===== src/rtl/ps2_pkg.sv =====
// Shared scancode constants, frame-state encoding and key-event record
// for the PS/2 receive path.
package ps2_pkg;

    localparam logic [7:0] SC_EXT    = 8'hE0;
    localparam logic [7:0] SC_BRK    = 8'hF0;
    localparam logic [7:0] SC_LSHIFT = 8'h12;
    localparam logic [7:0] SC_RSHIFT = 8'h59;

    typedef enum logic [1:0] {
        ST_IDLE,
        ST_DATA,
        ST_PAR,
        ST_STOP
    } frame_state_t;

    typedef struct packed {
        logic [7:0] code;
        logic       ext;
        logic       brk;
    } ps2_ev_t;

endpackage


===== src/rtl/ps2_ev_fifo.sv =====
// Key-event FIFO with valid/ready read side. A push into a full FIFO is
// accepted only if the head is popped in the same cycle; otherwise it is dropped.
module ps2_ev_fifo
    import ps2_pkg::*;
#(
    parameter int DEPTH_LOG2 = 2
) (
    input  logic       clk,
    input  logic       rst,
    input  logic       i_wr,
    input  logic [9:0] i_data,
    input  logic       i_ready,
    output logic [9:0] o_data,
    output logic       o_valid,
    output logic       o_drop
);

    localparam int DEPTH = 1 << DEPTH_LOG2;

    logic [DEPTH_LOG2:0] r_wr_ptr;
    logic [DEPTH_LOG2:0] r_rd_ptr;
    logic [9:0]          r_mem [DEPTH];
    logic                w_full;
    logic                w_pop;
    logic                w_push;

    assign o_valid = (r_wr_ptr != r_rd_ptr);
    assign w_full  = (r_wr_ptr[DEPTH_LOG2] != r_rd_ptr[DEPTH_LOG2]) &&
                     (r_wr_ptr[DEPTH_LOG2-1:0] == r_rd_ptr[DEPTH_LOG2-1:0]);
    assign w_pop   = o_valid && i_ready;
    assign w_push  = i_wr && (!w_full || w_pop);
    assign o_drop  = i_wr && !w_push;
    assign o_data  = r_mem[r_rd_ptr[DEPTH_LOG2-1:0]];

    always_ff @(posedge clk or posedge rst) begin
        if (rst) begin
            r_wr_ptr <= '0;
            r_rd_ptr <= '0;
            for (int i = 0; i < DEPTH; i++) r_mem[i] <= '0;
        end else begin
            if (w_push) begin
                r_mem[r_wr_ptr[DEPTH_LOG2-1:0]] <= i_data;
                r_wr_ptr <= r_wr_ptr + (DEPTH_LOG2+1)'(1);
            end
            if (w_pop) r_rd_ptr <= r_rd_ptr + (DEPTH_LOG2+1)'(1);
        end
    end

endmodule


===== src/rtl/ps2_scan_rx.sv =====
// PS/2 keyboard receiver: synchronise, deframe and check 11-bit frames, fold
// E0/F0 prefixes into one key event, and queue events for the text buffer.
module ps2_scan_rx
    import ps2_pkg::*;
#(
    parameter int TIMEOUT    = 200000,
    parameter int DEPTH_LOG2 = 2
) (
    input  logic       clk,
    input  logic       rst,
    input  logic       ps2_clk,
    input  logic       ps2_data,
    output logic [7:0] ev_code,
    output logic       ev_ext,
    output logic       ev_brk,
    output logic       ev_valid,
    input  logic       ev_ready,
    output logic       shift_held,
    output logic       overflow,
    output logic [7:0] err_cnt
);

    localparam int TO_W = $clog2(TIMEOUT + 1);

    logic [2:0]      r_clk_sync;
    logic [2:0]      r_dat_sync;
    frame_state_t    r_state;
    logic [2:0]      r_bit_cnt;
    logic [7:0]      r_shift;
    logic            r_par;
    logic [TO_W-1:0] r_to_cnt;
    logic            r_byte_vld;
    logic [7:0]      r_byte;
    logic            r_ext_f;
    logic            r_brk_f;
    logic            r_lsh;
    logic            r_rsh;
    logic            r_ovf;
    logic [7:0]      r_err;

    logic            w_sample;
    logic            w_bit;
    logic            w_timeout;
    logic            w_stop;
    logic            w_good;
    logic            w_is_ev;
    logic            w_drop;
    logic [9:0]      w_head_raw;
    ps2_ev_t         w_ev;
    ps2_ev_t         w_head;

    // Index 0 is the pad-side flop; the edge is seen between stages 2 and 1.
    assign w_sample  = r_clk_sync[2] & ~r_clk_sync[1];
    assign w_bit     = r_dat_sync[2];
    assign w_timeout = (r_state != ST_IDLE) && (r_to_cnt == TO_W'(TIMEOUT));
    assign w_stop    = w_sample && !w_timeout && (r_state == ST_STOP);
    assign w_good    = w_bit && (^{r_shift, r_par});
    assign w_is_ev   = r_byte_vld && (r_byte != SC_EXT) && (r_byte != SC_BRK);
    assign w_ev      = '{code: r_byte, ext: r_ext_f, brk: r_brk_f};

    always_ff @(posedge clk or posedge rst) begin
        if (rst) begin
            r_clk_sync <= '0;
            r_dat_sync <= '0;
        end else begin
            r_clk_sync <= {r_clk_sync[1:0], ps2_clk};
            r_dat_sync <= {r_dat_sync[1:0], ps2_data};
        end
    end

    always_ff @(posedge clk or posedge rst) begin
        if (rst) begin
            r_state    <= ST_IDLE;
            r_bit_cnt  <= '0;
            r_shift    <= '0;
            r_par      <= 1'b0;
            r_to_cnt   <= '0;
            r_byte_vld <= 1'b0;
            r_byte     <= '0;
        end else begin
            r_byte_vld <= 1'b0;
            if (w_sample || r_state == ST_IDLE)
                r_to_cnt <= '0;
            else if (r_to_cnt != TO_W'(TIMEOUT))
                r_to_cnt <= r_to_cnt + TO_W'(1);

            if (w_timeout) begin
                r_state <= ST_IDLE;
            end else if (w_sample) begin
                case (r_state)
                    ST_IDLE: if (!w_bit) begin
                        r_state   <= ST_DATA;
                        r_bit_cnt <= '0;
                    end
                    ST_DATA: begin
                        r_shift   <= {w_bit, r_shift[7:1]};
                        r_bit_cnt <= r_bit_cnt + 3'd1;
                        if (r_bit_cnt == 3'd7) r_state <= ST_PAR;
                    end
                    ST_PAR: begin
                        r_par   <= w_bit;
                        r_state <= ST_STOP;
                    end
                    ST_STOP: begin
                        if (w_good) begin
                            r_byte_vld <= 1'b1;
                            r_byte     <= r_shift;
                        end
                        r_state <= ST_IDLE;
                    end
                    default: r_state <= ST_IDLE;
                endcase
            end
        end
    end

    always_ff @(posedge clk or posedge rst) begin
        if (rst) begin
            r_ext_f <= 1'b0;
            r_brk_f <= 1'b0;
            r_lsh   <= 1'b0;
            r_rsh   <= 1'b0;
            r_ovf   <= 1'b0;
            r_err   <= '0;
        end else begin
            if ((w_stop && !w_good) || w_timeout) begin
                r_ext_f <= 1'b0;
                r_brk_f <= 1'b0;
                if (w_stop && !w_good && r_err != 8'hFF) r_err <= r_err + 8'd1;
            end else if (r_byte_vld) begin
                if (r_byte == SC_EXT) begin
                    r_ext_f <= 1'b1;
                end else if (r_byte == SC_BRK) begin
                    r_brk_f <= 1'b1;
                end else begin
                    r_ext_f <= 1'b0;
                    r_brk_f <= 1'b0;
                    // Shift state follows the key even when the FIFO drops the event.
                    if (!r_ext_f && r_byte == SC_LSHIFT) r_lsh <= !r_brk_f;
                    if (!r_ext_f && r_byte == SC_RSHIFT) r_rsh <= !r_brk_f;
                end
            end
            if (w_drop) r_ovf <= 1'b1;
        end
    end

    ps2_ev_fifo #(.DEPTH_LOG2(DEPTH_LOG2)) u_fifo (
        .clk     (clk),
        .rst     (rst),
        .i_wr    (w_is_ev),
        .i_data  (w_ev),
        .i_ready (ev_ready),
        .o_data  (w_head_raw),
        .o_valid (ev_valid),
        .o_drop  (w_drop)
    );

    assign w_head     = ps2_ev_t'(w_head_raw);
    assign ev_code    = w_head.code;
    assign ev_ext     = w_head.ext;
    assign ev_brk     = w_head.brk;
    assign shift_held = r_lsh | r_rsh;
    assign overflow   = r_ovf;
    assign err_cnt    = r_err;

endmodule

===== config.mk =====
export PLATFORM = sky130hd
export DESIGN_NAME = ps2_scan_rx
export DESIGN_NICKNAME = d
export VERILOG_FILES = /design/src/rtl/ps2_pkg.sv /design/src/rtl/ps2_ev_fifo.sv /design/src/rtl/ps2_scan_rx.sv
export SDC_FILE = /design/constraint.sdc
export NUM_CORES = 1
export LEC_CHECK = 0
export CAP_MARGIN = 25
export CORE_ASPECT_RATIO = 0.6
export CORE_MARGIN = 2
export CORE_UTILIZATION = 60
export CTS_BUF_LIST = sky130_fd_sc_hd__clkbuf_8 sky130_fd_sc_hd__clkbuf_16
export CTS_CLUSTER_DIAMETER = 80
export DETAILED_ROUTE_END_ITERATION = 12
export PLACE_DENSITY = 0.8
export RECOVER_POWER = 25
export SLEW_MARGIN = 20
export SYNTH_ARGS = -nofsm -noshare
export SYNTH_HDL_FRONTEND = slang
export SYNTH_SLANG_ARGS = --single-unit

===== constraint.sdc =====
create_clock -name clk -period 4.7 [get_ports clk]
set_input_delay 0.94 -clock clk [delete_from_list [all_inputs] [get_ports clk]]
set_output_delay 0.94 -clock clk [all_outputs]
set_load 0.02 [all_outputs]

**After elaboration in Yosys (flattened, before gate mapping)**

Cells that the tools add are included.

- Input bits: 5
- Memories: 0
- Bits in read-only memories: 0
- Logic and storage cells: 127
- Latch bits: 0
- RAM bits: 0
- Output and inout bits: 21
- Register bits: 106

- Multiplexer cells: 27
- Equality and inequality tests: 21
- Magnitude comparators: 3
- Multiply operators: 0
- Shift operators: 0
- Reductions and logical operators: 41
- Bitwise operators: 9
- Divide/modulo/power cells: 0
- Add/sub/neg operators: 5

Operator list:

| cell | count |
|---|---|
| bitwise mux 40 bit | 1 |
| 2-to-1 mux 18 bit | 2 |
| 2-to-1 mux 10 bit | 3 |
| != test 8 bit, second input constant | 3 |
| binary-select mux 10 bit (select 2 bit) | 1 |
| demux 10 bit (select 2 bit) | 1 |
| adder 18 x 1 -> 18 bit, second input constant | 1 |
| == test 18 bit, second input constant | 1 |
| != test 18 bit, second input constant | 1 |
| == test 8 bit, second input constant | 2 |
| logical AND 1 bit | 15 |
| 2-to-1 mux 1 bit | 12 |
| AND reduction 5 bit | 2 |
| nonzero test 2 bit | 5 |
| adder 3 x 1 -> 3 bit, second input constant | 3 |
| != test 3 bit, second input constant | 3 |
| AND reduction 3 bit | 3 |
| XOR reduction 9 bit | 1 |
| adder 8 x 1 -> 8 bit, second input constant | 1 |
| == test 8 x 5 -> 1 bit, second input constant | 1 |
| == test 8 x 7 -> 1 bit, second input constant | 1 |
| 2-to-1 mux 2 bit | 4 |
| one-hot mux 2 bit (4 select lines) | 1 |
| AND reduction 4 bit | 2 |
| 19 further kinds | 36 |

**Logic depth before layout (Yosys ltp)**

Gate-level depths: netlist (run 1).

- Word-level depth: 9
- Gate-level depth with buffers: 9
- Mapped depth without buffers: 8

**Cells and area by module**

Synthesis (run 1) repeated with hierarchy kept, for this count alone.

- Cells, all modules: 392
- Area total of the unflattened synthesis: 5159.9 um2

By module, submodules not included:

| module | instances | area an instance (um2) | sequential area each (um2) | cells each |
|---|---|---|---|---|
| ps2_scan_rx | 1 | 2944.1 | 1501.4 | 257 |
| ps2_ev_fifo | 1 | 2215.9 | 1151.1 | 135 |

**Worst setup path after synthesis (run 1)**

OpenSTA, ideal clock, no wires.

- Path type: register to output
- Start point: reg u_fifo.r_rd_ptr[0]
- End point: out ev_brk
- Path slack: 2.275 ns
- Stages on the path, launching flop included: 3
- Required time: 3.760 ns
- Arrival: 1.485 ns
- Buffers on the path: 1
- Cells stage by stage: dfrtp_1 -> buf_1 -> mux4_2

- Word-level cells in the longest chain between the ends: 4

Ends and longest elaborated chain:

| what | line | source |
|---|---|---|
| start, declared | ps2_ev_fifo.sv:21 | `logic [DEPTH_LOG2:0] r_rd_ptr;` |
| start signal, assigned | ps2_ev_fifo.sv:45 | `if (w_pop) r_rd_ptr <= r_rd_ptr + (DEPTH_LOG2+1)'(1);` |
| NOT 2 -> 3 bit (implied by the code) | ps2_ev_fifo.sv:33 | `assign o_data = r_mem[r_rd_ptr[DEPTH_LOG2-1:0]];` |
| binary-select mux 10 bit (select 2 bit) | ps2_ev_fifo.sv:33 |  |
| 2-to-1 mux 10 bit (implied by the code) (2 in a row) | ps2_ev_fifo.sv:33 |  |
| end, declared | ps2_scan_rx.sv:15 | `output logic ev_brk,` |

No other way between the ends. The select of a mux whose other input is x is not followed.

**Worst setup path in the final report (run 1)**

- Start point: reg u_fifo.r_rd_ptr[0]
- End point: out ev_code[1]

- Word-level cells in the longest chain between the ends: 4

Ends and longest elaborated chain:

| what | line | source |
|---|---|---|
| NOT 2 -> 3 bit (implied by the code) | ps2_ev_fifo.sv:33 |  |
| binary-select mux 10 bit (select 2 bit) | ps2_ev_fifo.sv:33 |  |
| 2-to-1 mux 10 bit (implied by the code) (2 in a row) | ps2_ev_fifo.sv:33 |  |
| end, declared | ps2_scan_rx.sv:13 | `output logic [7:0] ev_code,` |

No other way between the ends. The select of a mux whose other input is x is not followed.

==> results.py, run 1 <==
metrics = {
    "status": {
        "status": "complete, but fails checks",
        "violations": "max-capacitance violations, max-slew violations",
    },
    "timing": {
        "slew_violations": 65,
        "fin_worst_skew_ns": 0.00775,
        "setup_viol": 0,
        "fin_crit_ns": 3.27,
        "relSlewSlack_pct": -83.7,
        "worst_pin_slew_ns": 2.74,
        "rsz0062_at_grt": "false",
        "max_freq_ghz": 0.306,
        "post-route-period-util_pct": 69.6,
        "tns_ns": 0,
        "hold_viol_final": 0,
    },
    "placement": {
        "port_buffers": 25,
        "place_inst": 504,
        "dp.final_hpwl_um": 6130,
        "gp_congestion": 0.778,
    },
    "grt": {
        "grt_pass1_vias": 2826,
        "grt_antenna_before_repair": 0,
        "busiest_layer": "met1",
        "grt_pass1_wl_um": 14800,
        "overflow": 0,
        "grt_usage_pct": 22.3,
        "met2_usage_pct": 30.5,
        "grt_max_degree": 65,
        "met3_usage_pct": 5.20,
        "use_met1_pct": 34.9,
    },
    "logic_synthesis": {
        "yosysWarnings": 0,
        "async_flop_share_pct": 100,
        "synth_ff_type": "dfrtp_1",
        "yosysSeqAreaShare_pct": 54.5,
        "synth_edf_count": 0,
        "syn-cell-area_um2": 4870,
        "synth_cell_types": 43,
        "avgSynthCellArea_um2": 12.8,
        "synth_nets": 401,
        "synth_commonest_cells": "106 x dfrtp_1, 52 x mux2_2, 32 x nand2_1",
        "synth_top_area_share_pct": 54.5,
        "synth_top_area_cell": "dfrtp_1",
        "synthTopCellsByArea": "dfrtp_1 54%, mux2_2 12%, mux4_2 4.6%",
        "synth-seq-cells": 106,
        "syn_inst": 381,
        "synth_most_common_cell": "dfrtp_1",
    },
    "worst_setup_path": {
        "path_class": "flop to output port",
        "critical_path_arrival_ns": 2.33,
        "r2r_setup_slack_ns": 2.05,
        "start_kind": "flop",
        "crit_fanout": 13,
        "crit_required_ns": 3.76,
        "endpoint_kind": "output port",
    },
    "floorplanning": {
        "die_h_um": 73.8,
        "initial_core_util_pct": 61.8,
        "rows": 25,
        "io_pins": 26,
        "coreArea_um2": 7880,
        "die_area_um2": 8880,
        "dieWidth_um": 120,
    },
    "drt": {
        "wl_per_cell_um": 17.0,
        "first_iter_violations": 207,
        "antenna_left": 0,
        "drt-total-wl_um": 8860,
        "drc": 0,
        "dr_total_vias": 2975,
        "viasPerCell": 5.72,
        "drt_first_pass_iters": 5,
    },
    "finish": {
        "nets": 427,
        "n_antenna_cell": 0,
        "area_growth_pct": 12.9,
        "stdcell_count": 520,
        "drive_above_1_share_pct": 20.4,
    },
    "cts": {
        "cts_hold_buffers": 0,
        "postCtsSetupRepairBufs": 0,
        "cts_htree_levels": 3,
        "tritoncts": "done",
        "root_buffer": "clkbuf_16",
        "clkSinkCount": 106,
        "cts.repair.resized": 0,
        "clkSlewWorstSetupHoldPaths_ns": 0.07,
        "numCtsBuffers": 9,
        "clockBufferDepth": 2,
        "clk_latency_ns": 0.35,
    },
    "hold_path": {
        "hold_class": "flop to flop",
    },
    "pwr": {
        "ir_drop_mv": 0.328,
        "p_leak_nw": 2.58,
        "powerDensity_nw_per_um2": 495,
        "power.total_w": 0.00272,
    },
    "job": {
        "drv_cap": 1,
    },
}
path summary, 6_finish.rpt:
| path | startpoint | to | depth (start not counted) |
|---|---|---|---|
| max reg2reg | r_byte[6] | u_fifo.r_mem[7] | 5 |
| min in group asynchronous | rst | r_to_cnt[10] | 2 |
| min | r_clk_sync[0] | r_clk_sync[1] | 0 |
| min reg2reg | r_clk_sync[0] | r_clk_sync[1] | 0 |
| max | u_fifo.r_rd_ptr[0] | ev_code[1] | 2 |
| max in group asynchronous | rst | r_shift[6] | 3 |
critical path, cell delays in order, from the launching register on:
cell             delay, ns
dfrtp_1               0.80
mux4_2                0.62
clkdlybuf4s50_1       0.56
area by class of cell:
type	count	area, µm²
Tap cell	108	135
Fill cell	550	2380
Clock inverter	7	65.1
Clock buffer	9	225
Inverter	13	50.0
Multi-Input combinational cell	250	2110
Timing Repair Buffer	27	265
Sequential cell	106	2650
metal layers:
layer,up-vias,part of all wire (%)
met5,-,0
met4,0,1.1
met3,9,5.7
met2,89,41
met1,1487,52
li1,1390,-
cells by family after synthesis:
group	after synthesis	share of synthesized area [%]
simple gates	109	11.9
flops	106	54.5
buf+inv	25	2.29
fa+ha+maj	15	3.85
compound gates	25	2.85
mux	69	18.3
xor+xnor	32	6.32
state kept, by name (all words and copies together) (netlist names), 2 cells and up:
| name | count |
|---|---|
| r_shift | 8 |
| u_fifo.r_mem | 40 |
| r_state | 2 |
| u_fifo.r_rd_ptr | 3 |
| r_byte | 8 |
| r_clk_sync | 3 |
| err_cnt | 8 |
| u_fifo.r_wr_ptr | 3 |
| r_bit_cnt | 3 |
| r_dat_sync | 3 |
| r_to_cnt | 18 |
power by group:
part	switching (W)	total, W	internal, W
registers	0.000222	0.00128	0.00106
clock network	0.000347	0.000716	0.000369
logic	0.000333	0.000724	0.000391
total	0.000901	0.00272	0.00182
per-stage QoR:
stage / instance area [µm²] / worst slack (ns) / hold WS [ns] / util, %
after floorplan: 4870 / 0.971 / 0.331 / -
after global placement: 5210 / 1.71 / 0.332 / 66.1
after detailed placement: 5210 / 1.68 / 0.341 / 66.1
after CTS: 5500 / 1.39 / 0.358 / 69.8
after global routing: 5500 / 1.14 / 0.359 / 69.8
final: 5500 / 1.43 / 0.356 / 69.8
layout by cell type (no fill, tap or decap), types with 5 or more instances in the layout:
cell and count:
mux2i_1 5, dfrtp_1 106, nor2_1 16, xor2_1 12, o21ai_0 13, and3_1 6
nor3_1 5, clkbuf_16 9, inv_1 12, mux4_2 10, or3_1 5, nand4_1 8
nor2b_1 5, ha_1 15, mux2_2 52, a21oi_1 7, nand2_1 32, xnor2_1 18
clkdlybuf4s50_1 22, nand3b_1 5, nand3_1 10
Note: power is estimated with default switching activity, not from simulation.
==> run 2, diff against run 1 <==
- CORE_UTILIZATION: 60 -> 54
- PLACE_DENSITY: 0.8 -> 0.76
- clock period: 4.7 -> 2.7 ns (I/O delays scaled with it)
==> run 2 against run 1 <==
Against the previous run: hold slack lost 0.0047 ns; largest cell class unchanged; design area grew 1.5%; die area grew 11%; the flow now finishes without violations; combinational power grew 81%; sequential share of layout area shrank 0.68 points; first-iteration DRC count grew 2.4%; clock skew is essentially flat; critical path depth is the same; setup slack lost 1.3 ns.
==> results.py, run 2 (synthesis gave the netlist of run 1 again) <==
metrics = {
    "finish": {
        "fin_area_um2": 5580,
        "top_regs": "u_fifo.r_mem (40), r_to_cnt (18)",
        "drive_above_1_share_pct": 22.8,
        "top_register": "u_fifo.r_mem",
        "layout_common_cells": "104 x dfrtp_1, 52 x mux2_2, 32 x nand2_1",
        "layout_commonest_cell": "dfrtp_1",
        "nets": 437,
        "n_antenna_cell": 0,
        "largest_register_ffs": 40,
        "area_growth_pct": 14.6,
    },
    "drt": {
        "first_iter_violations": 212,
        "wl_per_cell_um": 17.5,
        "drt_first_pass_iters": 4,
        "drc": 0,
        "drt-total-wl_um": 9340,
        "wl_met2_um": 3940,
        "m1WireLength_um": 4910,
        "wl_met3_um": 383,
        "viasPerCell": 5.64,
        "top_layer": "met4",
        "antenna_left": 0,
        "dr_total_vias": 3006,
    },
    "placement": {
        "placed_area_um2": 5310,
        "gp_congestion": 0.837,
        "dp_slack_ns": 0.149,
        "port_buffers": 25,
        "dp.final_hpwl_um": 6580,
    },
    "grt": {
        "grt_pass1_wl_um": 15700,
        "overflow": 0,
        "grt_max_degree": 37,
        "grt_usage_pct": 20.7,
        "grt_antenna_before_repair": 0,
        "grt_pass1_vias": 3046,
    },
    "pwr": {
        "pwr-share-comb_pct": 27.1,
        "p_leak_nw": 2.63,
        "p_sw_share_pct": 31.9,
        "power_switching_w": 0.00154,
        "powerDensity_nw_per_um2": 868,
        "seq_power_share_pct": 46.0,
        "p_int_w": 0.00330,
        "ir_drop_mv": 0.398,
        "clkPwrFrac_pct": 26.9,
    },
    "timing": {
        "worst_pin_slew_ns": 1.18,
        "post-route-period-util_pct": 95.3,
        "tns_ns": 0,
        "slew_violations": 0,
        "relSlewSlack_pct": 20.6,
        "rsz0062_at_grt": "false",
        "fin_ws_ns": 0.126,
        "hold_viol_final": 0,
        "setup_viol": 0,
        "fin_crit_ns": 2.57,
        "fin_worst_skew_ns": 0.00785,
        "max_freq_ghz": 0.388,
    },
    "floorplanning": {
        "die_h_um": 77.6,
        "rows": 26,
        "io_pins": 26,
        "initial_core_util_pct": 56.5,
        "coreArea_um2": 8620,
        "dieWidth_um": 127,
        "die_area_um2": 9820,
    },
    "cts": {
        "clkSinkCount": 106,
        "clkSlewWorstSetupHoldPaths_ns": 0.07,
        "numCtsBuffers": 9,
        "root_buffer": "clkbuf_16",
        "clk_latency_ns": 0.35,
        "tritoncts": "done",
        "cts_htree_levels": 3,
        "clockBufferDepth": 2,
    },
    "hold_path": {
        "hold_class": "flop to flop",
    },
    "worst_setup_path": {
        "critical_path_buf_inv_count": 1,
        "path_class": "flop to output port",
        "cp_slowest_stage_delay_ns": 0.59,
        "crit_slowest_cell": "dfrtp_2",
        "crit_required_ns": 2.16,
        "crit_chain": "mux4_2 > clkdlybuf4s50_1",
        "endpoint_kind": "output port",
        "cpLargestDelayFamily": "flip-flops",
        "start_kind": "flop",
        "crit_fanout": 13,
        "critical_path_arrival_ns": 2.03,
    },
    "status": {
        "status": "finished clean",
    },
    "job": {
        "drv_cap": 0,
    },
}
-- run 2: power groups by stage --
stage | Clock (W) | Sequential (W) | Combinational, W
after floorplan | 0 | 0.00212 | 0.00103
after global placement | 0 | 0.00223 | 0.00127
after detailed placement | 0 | 0.00225 | 0.00132
after CTS | 0.00133 | 0.00222 | 0.00133
after global routing | 0.00140 | 0.00228 | 0.00144
final | 0.00130 | 0.00223 | 0.00131
-- run 2: cell type report --
| cell class | count | area, µm² |
|---|---|---|
| multi-input cells | 250 | 2110 |
| clock inverters | 5 | 55.1 |
| repair buffers | 37 | 338 |
| inverters | 13 | 50.0 |
| fillers | 614 | 3040 |
| flip-flops and latches | 106 | 2660 |
| clock buffers | 10 | 239 |
| well taps | 112 | 140 |
-- run 2: worst paths after layout --
kind / from / endpoint / slack [ns] / depth (start not counted)
min in group asynchronous: rst / r_shift[5] / 0.88 / 2
worst max register to register: r_byte[6] / u_fifo.r_mem[21] / 0.37 / 5
worst min-delay path: r_dat_sync[1] / r_dat_sync[2] / 0.35 / 0
worst min register to register: r_dat_sync[1] / r_dat_sync[2] / 0.35 / 0
worst max-delay path: u_fifo.r_rd_ptr[1] / ev_code[3] / 0.13 / 2
max in group asynchronous: rst / r_to_cnt[3] / 0.43 / 3
-- run 2: through the flow --
stage	hold WS [ns]	total power, W	utilization (%)	cells
finish	0.351	0.00484	64.8	533
global route	0.369	0.00511	64.8	533
detailed placement	0.336	0.00357	61.5	518
floorplan	0.331	0.00315	-	381
CTS	0.353	0.00488	65.0	533
global placement	0.335	0.00349	61.5	518
-- run 2: layer usage --
metal | GRT usage, % | vias up
met5 | 0 | -
met4 | 4.73 | 0
met3 | 6.07 | 13
met2 | 29.7 | 62
met1 | 31.3 | 1519
li1 | - | 1412
-- run 2: what timing repair did --
item / CTS / global route
hold buffers: 0 / 0
endpoints found under the hold margin: 0 / 0
setup buffers: 0 / 0
setup endpoints to repair: 11 / 0
resized for setup: 2 / 0
==> run 3, diff against run 2 <==
- CORE_UTILIZATION: 54 -> 60
- PLACE_DENSITY: 0.76 -> 0.8
- clock period: 2.7 -> 3.15 ns (I/O delays scaled with it)
==> run 3 against run 2 <==
Against the previous run: flip-flop and latch count did not move; highest routed layer unchanged; sequential power fell by 16%; wire length rose by 0.50%; utilization rose by 6.1 points; die area fell by 9.6%; design area did not move; global-route usage rose by 3.1 points; non-clock buffer count fell by 9; cell count fell by 2.3%.
==> results.py, run 3 (synthesis gave the netlist of run 1 again) <==
metrics = {
    "worst_setup_path": {
        "crit_required_ns": 2.52,
        "critical_path_arrival_ns": 2.30,
        "start_kind": "flop",
        "endpoint_kind": "output port",
        "crit_fanout": 13,
        "path_class": "flop to output port",
    },
    "grt": {
        "grt_pass1_vias": 3138,
        "grt_antenna_before_repair": 0,
        "overflow": 0,
        "grt_usage_pct": 23.8,
        "grt_max_degree": 65,
        "grt_pass1_wl_um": 15800,
    },
    "finish": {
        "layout_common_cells": "106 x dfrtp_1, 52 x mux2_2, 32 x nand2_1",
        "top_register": "u_fifo.r_mem",
        "n_antenna_cell": 0,
        "area_growth_pct": 14.6,
        "nFillCells": 538,
        "largest_register_ffs": 40,
        "drive_above_1_share_pct": 20.8,
        "top_regs": "u_fifo.r_mem (40), r_to_cnt (18)",
        "layout_commonest_cell": "dfrtp_1",
        "nets": 428,
    },
    "cts": {
        "clockBufferDepth": 2,
        "clkSlewWorstSetupHoldPaths_ns": 0.07,
        "numCtsBuffers": 9,
        "root_buffer": "clkbuf_16",
        "cts_htree_levels": 3,
        "cts_hold_buffers": 0,
        "clk_latency_ns": 0.35,
        "tritoncts": "done",
        "clkSinkCount": 106,
        "cts.repair.resized": 0,
        "postCtsSetupRepairBufs": 0,
    },
    "hold_path": {
        "hold_class": "flop to flop",
    },
    "floorplanning": {
        "rows": 25,
        "io_pins": 26,
        "coreArea_um2": 7880,
        "dieWidth_um": 120,
        "die_area_um2": 8880,
        "die_h_um": 73.8,
        "initial_core_util_pct": 61.8,
    },
    "timing": {
        "setup_viol": 0,
        "max_freq_ghz": 0.341,
        "tns_ns": 0,
        "rsz0062_at_grt": "false",
        "worst_pin_slew_ns": 0.886,
        "relSlewSlack_pct": 40.6,
        "fin_crit_ns": 2.93,
        "slew_violations": 0,
        "hold_viol_final": 0,
        "fin_worst_skew_ns": 0.00651,
        "fin_ws_ns": 0.216,
        "post-route-period-util_pct": 93.1,
    },
    "drt": {
        "first_iter_violations": 160,
        "dr_total_vias": 3014,
        "drt_first_pass_iters": 4,
        "viasPerCell": 5.79,
        "drt-total-wl_um": 9380,
        "wl_per_cell_um": 18.0,
        "antenna_left": 0,
        "drc": 0,
    },
    "pwr": {
        "p_leak_nw": 2.62,
        "ir_drop_mv": 0.393,
        "powerDensity_nw_per_um2": 774,
    },
    "placement": {
        "dp_slack_ns": 0.442,
        "dp.final_hpwl_um": 6240,
        "gp_congestion": 0.758,
        "port_buffers": 25,
    },
    "job": {
        "drv_cap": 0,
    },
    "status": {
        "status": "finished clean",
    },
}
==> run 3: changes by cell type in the layout (fill, tap and decap cells not counted) <==
cell | previous run | this run
bufinv_16 | 1 | 3
clkbuf_2 | 1 | 0
dfrtp_2 | 2 | 0
buf_4 | 11 | 2
dfrtp_1 | 104 | 106
clkbuf_8 | 1 | 2
buf_12 | 0 | 1
inv_6 | 1 | 0
clkinv_2 | 1 | 0
==> run 3: path summary, 6_finish.rpt <==
path	depth (start not counted)	to	slack (ns)	start
setup / recovery	2	ev_code[4]	0.22	u_fifo.r_rd_ptr[1]
hold / removal	0	r_dat_sync[1]	0.36	r_dat_sync[0]
setup reg to reg	5	u_fifo.r_mem[3]	0.43	u_fifo.r_rd_ptr[1]
hold reg to reg	0	r_dat_sync[1]	0.36	r_dat_sync[0]
max in group asynchronous	3	r_to_cnt[16]	1.48	rst
min in group asynchronous	2	u_fifo.r_rd_ptr[2]	0.88	rst
==> run 3: stage by stage <==
stage | hold slack, ns | cells | total power, W | utilization (%) | cell area [µm²]
global route | 0.364 | 521 | 0.00455 | 70.8 | 5580
global placement | 0.332 | 505 | 0.00298 | 66.4 | 5230
floorplan | 0.331 | 381 | 0.00270 | - | 4870
detailed placement | 0.350 | 505 | 0.00303 | 66.4 | 5230
CTS | 0.364 | 521 | 0.00434 | 70.9 | 5590
finish | 0.360 | 521 | 0.00432 | 70.8 | 5580
==> run 3: area by class of cell <==
class / instances / area [µm²] / share of cell area, %
clock buffer: 11 / 253 / 4.53
clock inverter: 5 / 101 / 1.81
inverter: 13 / 50.0 / 0.896
multi-input combinational: 250 / 2110 / 37.7
sequential: 106 / 2650 / 47.5
tap: 108 / 135 / 2.42
timing repair buffer: 28 / 285 / 5.11
==> run 3: power by group <==
group	switching [W]	total [W]	internal [W]
Clock	0.000476	0.00129	0.000817
Sequential	0.000291	0.00188	0.00159
Combinational	0.000559	0.00115	0.000595
Total	0.00133	0.00432	0.00300
==> run 3: layer usage <==
layer	global-route usage [%]	vias up	routed length, µm
met4	7.49	0	136
met5	0	-	0
met2	35.3	79	4110
li1	-	1391	-
met1	34.8	1529	4720
met3	6.13	15	412
==> run 3: critical path: stages (launching register included) <==
cell	delay, ns
dfrtp_1	0.79
mux4_2	0.60
clkdlybuf4s50_1	0.56
